### config.mk
export PLATFORM = sky130hd
export DESIGN_NAME = sap1_controller_sequencer
export DESIGN_NICKNAME = d
export VERILOG_FILES = /design/src/rtl/sap1_pkg.sv /design/src/rtl/sap1_controller_sequencer_ring_counter.sv /design/src/rtl/sap1_controller_sequencer.sv
export SDC_FILE = /design/constraint.sdc
export NUM_CORES = 1
export LEC_CHECK = 0
export ABC_AREA = 1
export BUFFER_PORTS_ARGS = -buffer_cell sky130_fd_sc_hd__buf_2
export CORE_MARGIN = 4
export CORE_UTILIZATION = 46
export DETAILED_ROUTE_END_ITERATION = 8
export PLACE_DENSITY = 0.83
export SLEW_MARGIN = 20
export SYNTH_ARGS = -nofsm -noshare
export SYNTH_HDL_FRONTEND = slang
export SYNTH_SLANG_ARGS = --single-unit
### constraint.sdc
create_clock -name clk -period 1.58 [get_ports clk]
set_input_delay 0.316 -clock clk [delete_from_list [all_inputs] [get_ports clk]]
set_output_delay 0.316 -clock clk [all_outputs]
set_load 0.01 [all_outputs]
### src/rtl/sap1_pkg.sv
// Shared SAP-1 definitions: opcodes, ring-state encoding and control-word layout.
package sap1_pkg;

    localparam int OPCODE_W = 4;

    localparam logic [OPCODE_W-1:0] OP_LDA = 4'b0000;
    localparam logic [OPCODE_W-1:0] OP_ADD = 4'b0001;
    localparam logic [OPCODE_W-1:0] OP_SUB = 4'b0010;
    localparam logic [OPCODE_W-1:0] OP_OUT = 4'b1110;
    localparam logic [OPCODE_W-1:0] OP_HLT = 4'b1111;

    // One-hot ring: bit index n is state T(n+1).
    localparam int T_W    = 6;
    localparam int T1_IDX = 0;
    localparam int T2_IDX = 1;
    localparam int T3_IDX = 2;
    localparam int T4_IDX = 3;
    localparam int T5_IDX = 4;
    localparam int T6_IDX = 5;

    localparam logic [T_W-1:0] ST_T1   = 6'b000001;
    localparam logic [T_W-1:0] ST_T2   = 6'b000010;
    localparam logic [T_W-1:0] ST_T3   = 6'b000100;
    localparam logic [T_W-1:0] ST_T4   = 6'b001000;
    localparam logic [T_W-1:0] ST_T5   = 6'b010000;
    localparam logic [T_W-1:0] ST_T6   = 6'b100000;
    localparam logic [T_W-1:0] ST_HALT = 6'b000000;

    // Control-word bit positions.
    localparam int CW_W            = 12;
    localparam int CW_PC_INC       = 11;
    localparam int CW_PC_ENABLE    = 10;
    localparam int CW_MAR_LOAD_N   = 9;
    localparam int CW_RAM_ENABLE_N = 8;
    localparam int CW_IR_LOAD_N    = 7;
    localparam int CW_IR_ENABLE_N  = 6;
    localparam int CW_A_LOAD_N     = 5;
    localparam int CW_A_ENABLE     = 4;
    localparam int CW_ALU_SUB      = 3;
    localparam int CW_ALU_ENABLE   = 2;
    localparam int CW_B_LOAD_N     = 1;
    localparam int CW_OUT_LOAD_N   = 0;

    // Every signal at its inactive level: active-low bits high, active-high bits low.
    localparam logic [CW_W-1:0] CW_IDLE =
        (12'd1 << CW_MAR_LOAD_N)   | (12'd1 << CW_RAM_ENABLE_N) |
        (12'd1 << CW_IR_LOAD_N)    | (12'd1 << CW_IR_ENABLE_N)  |
        (12'd1 << CW_A_LOAD_N)     | (12'd1 << CW_B_LOAD_N)     |
        (12'd1 << CW_OUT_LOAD_N);

    // Drive one control bit to its active level, whatever its polarity.
    function automatic logic [CW_W-1:0] cw_assert(input logic [CW_W-1:0] cw, input int idx);
        logic [CW_W-1:0] r;
        r      = cw;
        r[idx] = ~CW_IDLE[idx];
        return r;
    endfunction

endpackage

### src/rtl/sap1_controller_sequencer_ring_counter.sv
// Six-bit one-hot ring counter with advance enable and synchronous active-low reset.
module ring_counter
    import sap1_pkg::*;
(
    input  logic           clk,
    input  logic           rst_n,
    input  logic           advance,
    output logic [T_W-1:0] state
);

    logic [T_W-1:0] state_q;
    logic [T_W-1:0] state_d;

    // Rotate one position toward T6 on advance, wrapping T6 back to T1.
    always_comb begin
        state_d = advance ? {state_q[T_W-2:0], state_q[T_W-1]} : state_q;
    end

    // NOTE: state flops use non-blocking assignment so every flop samples pre-edge values.
    always_ff @(posedge clk) begin
        if (!rst_n) state_q <= ST_T1;
        else        state_q <= state_d;
    end

    assign state = state_q;

endmodule

### src/rtl/sap1_controller_sequencer.sv
// SAP-1 controller-sequencer: ring timing, opcode decode, halt latch and single-step.
module sap1_controller_sequencer
    import sap1_pkg::*;
(
    input  logic                clk,
    input  logic                reset,
    input  logic [OPCODE_W-1:0] opcode,
    input  logic                manual,
    input  logic                step,
    output logic [T_W-1:0]      t_state,
    output logic                halted,
    output logic                pc_inc,
    output logic                pc_enable,
    output logic                mar_load_n,
    output logic                ram_enable_n,
    output logic                ir_load_n,
    output logic                ir_enable_n,
    output logic                a_load_n,
    output logic                a_enable,
    output logic                alu_sub,
    output logic                alu_enable,
    output logic                b_load_n,
    output logic                out_load_n
);

    logic           step_q, step_d;
    logic           halted_q, halted_d;
    logic           step_rise;
    logic           advance;
    logic [T_W-1:0] ring_state;
    logic [CW_W-1:0] cw;

    ring_counter u_ring (
        .clk     (clk),
        .rst_n   (reset),
        .advance (advance),
        .state   (ring_state)
    );

    // Advance every cycle in free-run; in manual only on a fresh step edge. Never in HALT.
    always_comb begin
        step_rise = step & ~step_q;
        advance   = ~halted_q & (~manual | step_rise);
        step_d    = step;
        halted_d  = halted_q | (advance & ring_state[T4_IDX] & (opcode == OP_HLT));
    end

    // Step history and halt latch; reset clears both and wins over a same-edge halt.
    always_ff @(posedge clk) begin
        if (!reset) begin
            step_q   <= 1'b0;
            halted_q <= 1'b0;
        end else begin
            step_q   <= step_d;
            halted_q <= halted_d;
        end
    end

    // Control-word decode from ring state and opcode; opcode matters only in T4..T6.
    always_comb begin
        // NOTE: cw gets a full default first so no path through the case can infer a latch.
        cw = CW_IDLE;
        if (reset && !halted_q) begin
            case (ring_state)
                ST_T1: begin
                    cw = cw_assert(cw, CW_PC_ENABLE);
                    cw = cw_assert(cw, CW_MAR_LOAD_N);
                end
                ST_T2: cw = cw_assert(cw, CW_PC_INC);
                ST_T3: begin
                    cw = cw_assert(cw, CW_RAM_ENABLE_N);
                    cw = cw_assert(cw, CW_IR_LOAD_N);
                end
                ST_T4: begin
                    case (opcode)
                        OP_LDA, OP_ADD, OP_SUB: begin
                            cw = cw_assert(cw, CW_IR_ENABLE_N);
                            cw = cw_assert(cw, CW_MAR_LOAD_N);
                        end
                        OP_OUT: begin
                            cw = cw_assert(cw, CW_A_ENABLE);
                            cw = cw_assert(cw, CW_OUT_LOAD_N);
                        end
                        default: ;
                    endcase
                end
                ST_T5: begin
                    case (opcode)
                        OP_LDA: begin
                            cw = cw_assert(cw, CW_RAM_ENABLE_N);
                            cw = cw_assert(cw, CW_A_LOAD_N);
                        end
                        OP_ADD, OP_SUB: begin
                            cw = cw_assert(cw, CW_RAM_ENABLE_N);
                            cw = cw_assert(cw, CW_B_LOAD_N);
                        end
                        default: ;
                    endcase
                end
                ST_T6: begin
                    if (opcode == OP_ADD || opcode == OP_SUB) begin
                        cw = cw_assert(cw, CW_ALU_ENABLE);
                        cw = cw_assert(cw, CW_A_LOAD_N);
                        if (opcode == OP_SUB) cw = cw_assert(cw, CW_ALU_SUB);
                    end
                end
                default: ;
            endcase
        end
    end

    assign t_state      = (reset && !halted_q) ? ring_state : ST_HALT;
    assign halted       = reset & halted_q;
    assign pc_inc       = cw[CW_PC_INC];
    assign pc_enable    = cw[CW_PC_ENABLE];
    assign mar_load_n   = cw[CW_MAR_LOAD_N];
    assign ram_enable_n = cw[CW_RAM_ENABLE_N];
    assign ir_load_n    = cw[CW_IR_LOAD_N];
    assign ir_enable_n  = cw[CW_IR_ENABLE_N];
    assign a_load_n     = cw[CW_A_LOAD_N];
    assign a_enable     = cw[CW_A_ENABLE];
    assign alu_sub      = cw[CW_ALU_SUB];
    assign alu_enable   = cw[CW_ALU_ENABLE];
    assign b_load_n     = cw[CW_B_LOAD_N];
    assign out_load_n   = cw[CW_OUT_LOAD_N];

endmodule

Word-level counts from Yosys, hierarchy flattened
Cells that the tools add are included.
{"block": "totals", "reg_bits": 8, "latchBits": 0, "word_cells": 36, "mem_bits_ro": 0, "in_bits": 8, "mem_bits_rw": 0, "mem_count": 0, "out_inout_bits": 19}
{"block": "classes", "n_reduce_logical": 6, "n_lt_le_gt_ge": 0, "div": 0, "mul": 0, "n_addsub": 0, "bitwise": 10, "muxes": 7, "eq_ne": 10, "shifts": 0}
{"op": "$pmux W12 S6", "count": 1}
{"op": "$pmux W10 S2", "count": 1}
{"op": "$pmux W9 S2", "count": 1}
{"op": "$mux W12", "count": 1}
{"op": "$mux W6", "count": 2}
{"op": "$eq A4 B4 Y1 const B", "count": 2}
{"op": "$eq A6 B1 Y1 const B", "count": 1}
{"op": "$eq A6 B2 Y1 const B", "count": 1}
{"op": "$eq A6 B3 Y1 const B", "count": 1}
{"op": "$eq A6 B4 Y1 const B", "count": 1}
{"op": "$eq A6 B5 Y1 const B", "count": 1}
{"op": "$eq A6 B6 Y1 const B", "count": 1}
{"op": "$and A1 B1 Y1", "count": 5}
{"op": "$eq A4 B1 Y1 const B", "count": 1}
{"op": "$eq A4 B2 Y1 const B", "count": 1}
{"op": "$logic_not A4 Y1", "count": 1}
{"op": "$mux W4", "count": 1}
{"op": "$not A1 Y1", "count": 3}
{"op": "$reduce_or A3 Y1", "count": 1}
{"op": "$or A1 B1 Y1", "count": 2}
{"op": "$reduce_or A2 Y1", "count": 1}
{"op": "$logic_and A1 B1 Y1", "count": 1}
{"op": "$logic_not A1 Y1", "count": 1}
{"op": "$logic_or A1 B1 Y1", "count": 1}

Depth between registers and ports, before layout
Gate-level depths: netlist of run 1.
{"block": "logic_depth", "depth_word": 7, "ltp_mapped": 8, "depth_no_buf": 8}

By module
A second synthesis of run 1 with hierarchy kept.
{"block": "unflattened", "hier_cells": 130, "area_unflattened_um2": 698.2}
{"mod": "sap1_controller_sequencer", "n_inst": 1, "cells_per_inst": 94, "area_per_inst_um2": 456.7, "seq_area_each_um2": 40.0}
{"mod": "ring_counter", "n_inst": 1, "cells_per_inst": 36, "area_per_inst_um2": 241.5, "seq_area_each_um2": 120.1}

Worst setup path after synthesis of run 1
OpenSTA, ideal clock, no wires.
{"block": "synth_path", "kind": "input-to-output", "startpoint": "input port reset", "endpoint": "output port alu_enable", "required_time_ps": 1264, "arrival_time_ps": 1026, "cell_stages": 4, "slack_ps": 238, "n_path_buf": 2, "path_cell_list": "buf_2 nand2_1 buf_2 nor3_1"}
{"block": "synth_between", "elab_chain_len": 2}
{"item": "start, declared", "line_no": "sap1_controller_sequencer.sv:6", "rtl": "input logic reset,"}
{"item": "$logic_and A1 B1 Y1", "line_no": "sap1_controller_sequencer.sv:63", "rtl": "if (reset && !halted_q) begin"}
{"item": "$mux W12", "line_no": "sap1_controller_sequencer.sv:63"}
{"item": "end, declared", "line_no": "sap1_controller_sequencer.sv:21", "rtl": "output logic alu_enable,"}
Every way passes these cells.

Final worst setup path of run 1
{"block": "layout_path", "startpoint": "register u_ring.state_q[0], in the netlist u_ring.state[0]", "endpoint": "output port a_enable"}
{"block": "layout_between", "elab_chain_len": 3}
{"item": "start, declared", "line_no": "sap1_controller_sequencer_ring_counter.sv:11", "rtl": "logic [T_W-1:0] state_q;"}
{"item": "start signal, assigned", "line_no": "sap1_controller_sequencer_ring_counter.sv:22", "rtl": "else state_q <= state_d;"}
{"item": "$eq A6 B6 Y1 (tied with other cells)", "line_no": "sap1_controller_sequencer.sv:64", "rtl": "case (ring_state)"}
{"item": "$pmux W12 S6 (*)", "line_no": "sap1_controller_sequencer.sv:64"}
{"item": "$mux W12 (*)", "line_no": "sap1_controller_sequencer.sv:63"}
{"item": "end, declared", "line_no": "sap1_controller_sequencer.sv:19", "rtl": "output logic a_enable,"}
Mark *: on every way between the ends. The rest lies on a longest branch, timed or not.

==> results.md, run 1 <==
* Combinational cell fraction of total power at 39.3%
* CTS tree: yes
* Crit path DAT at approximately 1.4 ns
* Internal power at 0.000399 W
* Met1 Resource Use GR at 21.8%
* Yosys cell types at 20
* Pre-antenna DRT Iters at 4
* Slowest stage delay, CP at 0.35 ns
* Layout cells sized above 1 at between 50 and 60%
* Failing checks: setup timing
* Cts hold-fix bufs at 0
* Total Wirelength at 2080 um
* Layout Cells excl Fill at between 150 and 200
* Core Region at 1330 um^2
* NetSw at 0.000248 W
* Least-Margin Pin Slew at approximately 0.43 ns
* Power density cells at 638 nW/um^2
* Clock tree buffer depth at 2
* Leakage at 0.491 nW
* Synth-to-Final Area Change at 52.7%
* Initial antenna violation count at 0
* Worst Setup Slack, final at -0.174 ns
* Row cnt at 13
* Peak supply drop at 0.399 mV
* Worst min path class: input port to flip-flop
* Die Wd at roughly 46 um
* Chip Height at 46.0 um
* Hold Slack at 0.252 ns
* Via/cell ratio at 5.14
* Setup CP Type: flip-flop to primary output
* Gate Count Post-Synth at 116
* Crit-path slowest cell: dfxtp_4
* Sw Ratio at 38.3%
* Initial DRC Count at 10
* GP Congestion at slightly above 0.8
* Clock Skew at ~0.0013 ns
* Root Driver: clkbuf_4
* Startpoint types: flip-flop
* Gr usage total at 20.6%
* M2 GR Usage at 39.3%
* RSZ-0062 raised after global routing: true
* Max Transition Viols Final at 0
* Fin. Hold Viols at 0
* Wire length per cell at ~13 um
* Crit-path cells: nor2_4, nand2_4, inv_4, o21ai_4, nand3_2, nand2_2, nor2_1, buf_2
* Die ar. at 2120 um^2
* Clock Latency Late Sink at 0.25 ns
* Pre-CTS WS at around 0.056 ns
* Dpl hpwl at about 1400 um
* Sequential-to-total area share from yosys stat at 24.1%
* CTS sink cnt at 8
* Worst slew margin at a little under three quarters
* TritonCTS Buffers at 3
* Final Net Count at 160
* IO Pins at 27
* Tcrit/Tclk final at 111%
* Sequential Power Share at 36.5%
* Synth warn at 0
* Htree depth at 1
* Clock Power Share at between 20 and 25%
* CTS clk-pin slew, worst paths at 0.05 ns
* Max-cap violations at 0
* Layer carrying the most global-route usage: met2
* #FFs+latches synth at 8
* Largest net degree at the start of global routing at 10
* N_diodes at 0
* Final setup fails at 10
* Initial Util at between 40% and 50%
* Status: finished, violations left
* Post-Syn Area at between 600 and 700 um^2
* Cells after DPL at 157
* Max Fanout on Critical Path at 5
* Fmax at 570 MHz
* Clock period minus worst slack at 1.75 ns
* Syn_nets at 124
* Grt total ovfl at 0
* Syn_area_per_cell at approximately 5.7 um^2
* First-pass GRT wire length at 3190 um
* # DRC at 0
* Filler Cells Inserted at 105
* Via count at 848
* Crit. End Element: primary output
* Port Buf Inserts at 26
* Detail Route Antenna Nets at 0
* Routing usage on met3 at 1.58%
* Worst Path Required at about 1.3 ns
* Vias in the first global route at 795
==> cell usage after synthesis <==
| master | instances | share of area, % |
|---|---|---|
| a21boi_0 | 1 | 1.1 |
| buf_2 | 3 | 2.3 |
| nor2_2 | 5 | 4.7 |
| nand3_2 | 2 | 3.0 |
| nand3b_1 | 1 | 1.1 |
| nor3_1 | 2 | 1.5 |
| o21ai_0 | 6 | 4.5 |
| or2_1 | 1 | 0.94 |
| or2_2 | 1 | 0.94 |
| inv_1 | 19 | 11 |
| inv_2 | 2 | 1.1 |
| nor2_1 | 23 | 13 |
| nand2_2 | 4 | 3.8 |
| a21oi_1 | 6 | 4.5 |
| nand2_1 | 19 | 11 |
| nand4_1 | 3 | 2.8 |
| o21ai_2 | 2 | 2.6 |
| nand3_1 | 7 | 5.3 |
| o211ai_1 | 1 | 1.1 |
| dfxtp_1 | 8 | 24 |
==> cells in the final DEF (no fill, tap or decap), types with 6 or more instances in the layout <==
cell,synthesis,routed
nor2_2,5,7
dfxtp_4,0,6
buf_4,0,8
inv_1,19,12
inv_2,2,8
buf_2,3,26
nor2_1,23,14
nand2_1,19,17
nor2_4,0,7
nand3_1,7,6
o21ai_0,6,6
==> per-layer routing <==
metal | part of all wire, % | routed length (um)
met5 | 0 | 0
met4 | 3.1 | 64
met3 | 6.3 | 130
met2 | 53 | 1100
met1 | 38 | 781
==> registers in the layout, indices dropped and copies added, names as in the netlist <==
register      cells
step_q            1
halted_q          1
u_ring.state      6
==> final timing paths <==
path | startpoint | end | slack [ns] | cells past startpoint
worst max register to register | step_q | u_ring.state[4] | 0.28 | 6
worst min register to register | halted_q | halted_q | 0.52 | 2
worst min-delay path | step | step_q | 0.25 | 3
worst max-delay path | u_ring.state[0] | a_enable | -0.17 | 8
==> final cells by class <==
cell class	count	area [um^2]	area share, %
timing repair buffer	34	190	18.7
inverter	21	81.3	8.01
tap	15	18.8	1.85
sequential	8	183	18.0
multi-input combinational	84	519	51.2
clock buffer	3	22.5	2.22
==> worst max-delay path: cells and delay by family, from the launching register on <==
| kind | cells | cell delay [ns] |
|---|---|---|
| compound gates | 1 | 0.08 |
| buf+inv | 2 | 0.21 |
| flops | 1 | 0.35 |
| simple gates | 5 | 0.54 |
==> through the flow <==
step                      utilization, %  total power [W]  setup TNS [ns]  cell area (um^2)
final                               76.1         0.000647           -1.22              1010
after global routing                76.1         0.000692           -2.17              1010
after CTS                           72.5         0.000632          -0.896               967
after detailed placement            61.5         0.000428               0               821
after global placement              61.5         0.000419               0               821
after floorplan                        -         0.000369               0               664
==> power by group through the flow <==
stage	clock network, W	logic [W]	registers [W]
2_1_floorplan	0	0.000137	0.000232
3_3_place_gp	0	0.000186	0.000234
3_5_place_dp	0	0.000193	0.000235
4_1_cts	0.000164	0.000231	0.000237
5_1_grt	0.000175	0.000279	0.000238
6_report	0.000157	0.000254	0.000236
==> repair_timing <==
| item | 4_1_cts | 5_1_grt |
|---|---|---|
| buffers inserted | 3 | 2 |
| hold endpoints to repair | 0 | 0 |
| resized for setup | 33 | 13 |
| pin swaps | 10 | 8 |
| setup endpoints to repair | 10 | 17 |
==> kinds of logic after synthesis <==
family,Yosys count,synth area share (%)
AND/OR/NAND/NOR,68,47.8
buffers and inverters,24,14.1
AO/OA/AOI/OAI,16,13.9
flip-flops,8,24.1
Power figures use the tool's default switching activity.
==> run 2: changes to the inputs <==
--- a/config.mk
+++ b/config.mk
@@ -7,10 +7,11 @@
 export LEC_CHECK = 0
 export ABC_AREA = 1
 export BUFFER_PORTS_ARGS = -buffer_cell sky130_fd_sc_hd__buf_2
-export CORE_MARGIN = 4
-export CORE_UTILIZATION = 46
+export CORE_MARGIN = 2
+export CORE_UTILIZATION = 49
+export CTS_BUF_LIST = sky130_fd_sc_hd__clkbuf_4
 export DETAILED_ROUTE_END_ITERATION = 8
-export PLACE_DENSITY = 0.83
+export PLACE_DENSITY = 0.81
 export SLEW_MARGIN = 20
 export SYNTH_ARGS = -nofsm -noshare
 export SYNTH_HDL_FRONTEND = slang
==> results.md, run 2 (synthesis results as in run 1) <==
* Leakage at 0.468 nW (-4.6%)
* Htree depth at 1 (unchanged)
* Port Buf Inserts at 26 (unchanged)
* Core Region at 1280 um^2 (-3.7%)
* Grt total ovfl at 0 (unchanged)
* Max reg flops at 6 (unchanged)
* Max Transition Viols Final at 0 (unchanged)
* Die Wd at 40.8 um (-11%)
* Dpl hpwl at 1210 um (-14%)
* Clock Latency Late Sink at 0.25 ns (about the same)
* Crit. End Element: primary output
* Vias in the first global route at 702 (-12%)
* N_diodes at 0 (unchanged)
* # DRC at 0 (unchanged)
* Peak supply drop at 0.467 mV (+17%)
* Synth-to-Final Area Change at 44.1%
* Tcrit/Tclk final at 108% (-3.3 points)
* Worst slew margin at 74.2% (+2.7 points)
* Largest net degree at the start of global routing at 10 (unchanged)
* Wire length per cell at 10.9 um (-13%)
* Setup CP Type: flip-flop to primary output
* Total Wirelength at 1780 um (-14%)
* Worst Path Required at 1.26 ns (about the same)
* Failing checks: setup timing
* Clock tree buffer depth at 2 (unchanged)
* Row cnt at 13 (unchanged)
* Initial DRC Count at 9 (-1)
* Max Fanout on Critical Path at 5 (unchanged)
* Worst Setup Slack, final at -0.122 ns (+0.0522 ns)
* CTS tree: yes
* Initial Util at 51.7% (+1.9 points)
* Detail Route Antenna Nets at 0 (unchanged)
* RSZ-0062 raised after global routing: true
* Least-Margin Pin Slew at 0.386 ns (-0.0402 ns)
* Worst min path class: input port to flip-flop
* Fin. Hold Viols at 0 (unchanged)
* Status: finished, violations left
* Max-cap violations at 0 (unchanged)
* Chip Height at 40.8 um (-11%)
* Worst Hold End: step_q
* Final Net Count at 158 (-1.3%)
* Worst R2R Setup Slack at 0.37 ns (+0.09 ns)
* Final setup fails at 9 (-1)
* Pre-CTS WS at 0.0816 ns (+0.0256 ns)
* Die ar. at 1670 um^2 (-21%)
* First-pass GRT wire length at 2690 um (-16%)
* Hold path startpoint: step
* Reg-to-reg endpoint: u_ring.state[4]
* CTS sink cnt at 8 (unchanged)
* Hold Slack at 0.255 ns (+0.00275 ns)
* CTS clk-pin slew, worst paths at 0.05 ns (about the same)
* Via count at 827 (-2.5%)
* Startpoint types: flip-flop
* Fmax at 587 MHz (+3.1%)
* Reg-to-Reg Start: step_q
* Root Driver: clkbuf_4
* Most frequent cells in the layout: 26 x buf_2, 17 x nor2_1, 17 x nand2_1
* Layout cells sized above 1 at 48.6% (-4.7 points)
* Power density cells at 646 nW/um^2 (+1.4%)
* GP Congestion at 0.771 (-4.9%)
* Clock Skew at 0.000895 ns (-0.000386 ns)
* TritonCTS Buffers at 3 (unchanged)
* Via/cell ratio at 5.07 (-1.3%)
* Worst hold stages at 3 (unchanged)
* Gr usage total at 24.7% (+4.0 points)
* Commonest non-fill, non-tap cell in the layout: buf_2
* FF-to-FF path depth at 6 (unchanged)
* Setup TNS at -0.839 ns (+0.379 ns)
* Pre-antenna DRT Iters at 4 (unchanged)
* Crit path DAT at 1.39 ns (-0.05 ns)
* Clock period minus worst slack at 1.70 ns (-0.0521 ns)
* IO Pins at 27 (unchanged)
* Initial antenna violation count at 0 (unchanged)
==> run 2: cell count changes in the layout (fill, tap and decap cells not counted), moves of 2 or more <==
cell and change:
buf_4 -2, nor2_1 +3, inv_2 -3, dfxtp_2 +2, dfxtp_4 -2, inv_4 +2
nor2_2 -2
==> run 2: final cells by class <==
type                            count  area (um^2)
Multi-Input combinational cell     84          477
Fill cell                         113          328
Sequential cell                     8          178
Timing Repair Buffer               32          175
Inverter                           21         86.3
Clock buffer                        3         22.5
Tap cell                           15         18.8
==> run 2: worst max-delay path, cell delays in order (launching register included) <==
cell     delay, ns
dfxtp_4       0.38
inv_1         0.07
nor2_2        0.11
nand3_2       0.12
or2_1         0.23
nor2_1        0.09
buf_2         0.13
==> run 2: metal layers <==
metal	track usage [%]	vias to the layer above	part of all wire, %
met2	44.5	28	55
li1	-	430	-
met3	3.80	8	4.1
met1	26.6	361	39
met5	0	-	0
met4	14.2	0	2.0
==> run 2: how the worst max path moves through the flow <==
stage / startpoint / cells after the start / slack, ns / end
floorplan: reset / 4 / 0.24 / alu_enable
global placement: opcode[3] / 5 / 0.11 / b_load_n
detailed placement: opcode[3] / 5 / 0.08 / b_load_n
CTS: u_ring.state[4] / 8 / -0.1 / alu_sub
global route: u_ring.state[3] / 9 / -0.24 / alu_sub
finish: u_ring.state[3] / 6 / -0.12 / a_enable
==> run 2: power breakdown <==
| group | switching (W) | internal (W) | total, W |
|---|---|---|---|
| Clock | 0.0000664 | 0.0000867 | 0.000153 |
| Sequential | 0.0000246 | 0.000216 | 0.000240 |
| Combinational | 0.000136 | 0.0000893 | 0.000225 |
==> run 2: repair_timing <==
action | 4_1_cts | 5_1_grt
setup endpoints to repair | 9 | 12
hold buffers | 0 | 0
pin swaps | 5 | 7
buffers inserted | 2 | 1
gates resized for setup | 23 | 13
==> run 2: metrics by stage <==
stage	instance area [um^2]	utilization, %	total power [W]	cells
after detailed placement	821	63.9	0.000424	157
after global routing	957	74.5	0.000664	163
after CTS	918	71.5	0.000602	162
after floorplan	664	-	0.000369	116
final	957	74.5	0.000618	163
after global placement	821	63.9	0.000419	157
==> run 3: changes to the inputs <==
--- a/config.mk
+++ b/config.mk
@@ -5,7 +5,7 @@
 export SDC_FILE = /design/constraint.sdc
 export NUM_CORES = 1
 export LEC_CHECK = 0
-export ABC_AREA = 1
+export ABC_AREA = 0
 export BUFFER_PORTS_ARGS = -buffer_cell sky130_fd_sc_hd__buf_2
 export CORE_MARGIN = 2
 export CORE_UTILIZATION = 49
==> results.md, run 3 <==
* Routing usage on met3 at 4.89% (+1.1 points)
* Max reg flops at 6 (unchanged)
* Pre-antenna DRT Iters at 4 (unchanged)
* Initial antenna violation count at 0 (unchanged)
* Setup CP Type: flip-flop to primary output
* Slowest stage delay, CP at 0.54 ns (+0.16 ns)
* GP Congestion at 0.708 (-8.3%)
* Htree depth at 1 (unchanged)
* Largest family of logic cells by synthesized area: simple AND/OR/NAND/NOR gates
* Worst Setup Slack, final at -0.501 ns (-0.378 ns)
* Area fraction of the dominant cell type after synthesis at 24.2% (+0.045 points)
* Crit-path cells: or4b_4, or3_4, and3_4, nand3_4, buf_6
* Max Fanout on Critical Path at 2 (-3)
* Yosys cell types at 30 (+50%)
* Crit. End Element: primary output
* Grt total ovfl at 0 (unchanged)
* Port Buf Inserts at 26 (unchanged)
* Crit path DAT at 1.76 ns (+0.37 ns)
* Main synth FF type: dfxtp_1
* Fin util at 84.1% (+9.6 points)
* Detail Route Antenna Nets at 0 (unchanged)
* TritonCTS Buffers at 3 (unchanged)
* Worst Path Required at 1.26 ns (about the same)
* Leakage at 0.515 nW (+10%)
* Clock tree buffer depth at 2 (unchanged)
* Compound-cell area share of the yosys netlist at 16.2% (+2.3 points)
* CTS sink cnt at 8 (unchanged)
* Layer carrying the most global-route usage: met2
* # DRC at 0 (unchanged)
* Vias in the first global route at 691 (-1.6%)
* Failing checks: setup timing
* Worst min path class: input port to flip-flop
* Filler Cells Inserted at 75 (-34%)
* Die Wd at 40.8 um (about the same)
* Core Region at 1280 um^2 (unchanged)
* Commonest non-fill, non-tap cell in the layout: buf_2
* Synth top cells by count: 8 x and2_1, 8 x dfxtp_1, 8 x nor2b_1
* Largest cells by area after synthesis: dfxtp_1 24%, mux2i_1 9.1%, and2_1 7.5%
* Clock period minus worst slack at 2.08 ns (+0.378 ns)
* CTS clk-pin slew, worst paths at 0.05 ns (about the same)
* Row cnt at 13 (unchanged)
* Max-cap violations at 0 (unchanged)
* Largest net degree at the start of global routing at 12 (+2)
* Status: finished, violations left
* Peak supply drop at 0.457 mV (-2.0%)
* Gr usage total at 26.0% (+1.4 points)
* Multi-input gate area at 554 um^2 (+16%)
* Root Driver: clkbuf_4
* Most frequent cells in the layout: 22 x buf_2, 14 x buf_4, 9 x buf_6
* Clock Skew at 0.000141 ns (-0.000754 ns)
* First-pass GRT wire length at 2810 um (+4.3%)
* Initial Util at 51.6% (-0.097 points)
* Initial DRC Count at 25 (+16)
* Synth warn at 0 (unchanged)
* Fmax at 481 MHz (-18%)
* Post-Synth Simple-Gate Area at 42.3% (-5.6 points)
* Final Net Count at 139 (-12%)
* Layout cells sized above 1 at 52.7% (+4.1 points)
* Worst slew margin at 67.4% (-6.9 points)
* Fin. Hold Viols at 0 (unchanged)
* Via/cell ratio at 5.58 (+9.9%)
* Post-Synth Adder-Cell Area at 0% (unchanged)
* Met1 Resource Use GR at 26.6% (unchanged)
* Reg area at 165 um^2 (-7.0%)
* Max Transition Viols Final at 0 (unchanged)
* IO Pins at 27 (unchanged)
* Total Wirelength at 2000 um (+12%)
* Clock Latency Late Sink at 0.24 ns (about the same)
* Startpoint types: flip-flop
* Tcrit/Tclk final at 132% (+24 points)
* Post-Syn Area at 663 um^2 (-0.19%)
* Dpl hpwl at 1370 um (+13%)
* Syn_area_per_cell at 7.54 um^2 (+32%)
* RSZ-0062 raised after global routing: true
* Post-Synth XOR/XNOR Area at 2.64% (+2.6 points)
* Least-Margin Pin Slew at 0.489 ns (+0.103 ns)
* Post-synth EDFFs at 0 (unchanged)
* Cts hold-fix bufs at 0 (unchanged)
* #FFs+latches synth at 8 (unchanged)
* Multiplexer share of the synthesized area at 9.06% (+9.1 points)
* Final setup fails at 11 (+2)
* M2 GR Usage at 44.9% (+0.39 points)
* Layout Cells excl Fill at 144 (-12%)
* Syn_nets at 96 (-23%)
* N_diodes at 0 (unchanged)
* Synth-to-Final Area Change at 63.0%
* Gate Count Post-Synth at 88 (-24%)
* Crit-path slowest cell: or4b_4
* FFs w/ async S/R, synth at 0% (unchanged)
* CTS tree: yes
* Die ar. at 1660 um^2 (-0.17%)
* Power density cells at 563 nW/um^2 (-13%)
* Via count at 803 (-2.9%)
* Sequential-to-total area share from yosys stat at 24.2% (+0.045 points)
* Cell taking the most area after synthesis: dfxtp_1
* Chip Height at 40.8 um (about the same)
* Wire length per cell at 13.9 um (+27%)
* Cells after DPL at 137 (-13%)
-- run 3: final timing paths --
path / endpoint / slack [ns] / cells after the start / startpoint
worst max-delay path: ir_enable_n / -0.50 / 5 / u_ring.state[2]
worst min-delay path: u_ring.state[0] / 0.28 / 2 / reset
worst max register to register: u_ring.state[0] / 0.27 / 4 / step_q
worst min register to register: halted_q / 0.55 / 2 / halted_q
-- run 3: critical path: cells and delay by family (launching register included) --
family | cells | cell delay (ns)
AND/OR/NAND/NOR | 4 | 1.10
buffers and inverters | 1 | 0.10
flip-flops | 1 | 0.32
-- run 3: final cells by class --
cell class	count	area share, %
multi-input combinational	72	51.3
timing repair buffer	45	29.3
sequential	8	15.3
clock buffer	3	2.08
tap	15	1.74
inverter	1	0.347
-- run 3: stage by stage --
step	power, W	area (um^2)	TNS, ns	hold WS (ns)	worst slack [ns]
3_5_place_dp	0.000414	913	-1.14	0.535	-0.283
5_1_grt	0.000653	1080	-4.42	0.272	-0.563
2_1_floorplan	0.000337	686	-0.518	0.438	-0.203
3_3_place_gp	0.000406	913	-0.964	0.530	-0.266
6_report	0.000608	1080	-3.34	0.285	-0.501
4_1_cts	0.000599	1040	-3.34	0.274	-0.518
-- run 3: layer usage --
layer,vias up,wire length [um]
met2,25,1070
met4,0,56
met3,6,66
met5,-,0
li1,393,-
met1,379,810
-- run 3: cells by family (layout without fill, tap and decap cells) --
kind of cell    Yosys count  count (layout)
simple gates             47              47
xor+xnor                  2               2
flops                     8               8
compound gates           17              17
mux                       6               6
buf+inv                   8              49
-- run 3: power by group --
| part | total (W) | switching (W) | internal, W |
|---|---|---|---|
| registers | 0.000217 | 0.00000587 | 0.000212 |
| clock network | 0.000147 | 0.0000604 | 0.0000863 |
| logic | 0.000244 | 0.000116 | 0.000128 |
-- run 3: what timing repair did --
| action | 4_1_cts | 5_1_grt |
|---|---|---|
| buffers inserted | 4 | 2 |
| endpoints found under the hold margin | 0 | 0 |
| cloned | 0 | 0 |
| resized for setup | 19 | 10 |
| setup endpoints to repair | 12 | 12 |
| pin swaps | 9 | 9 |
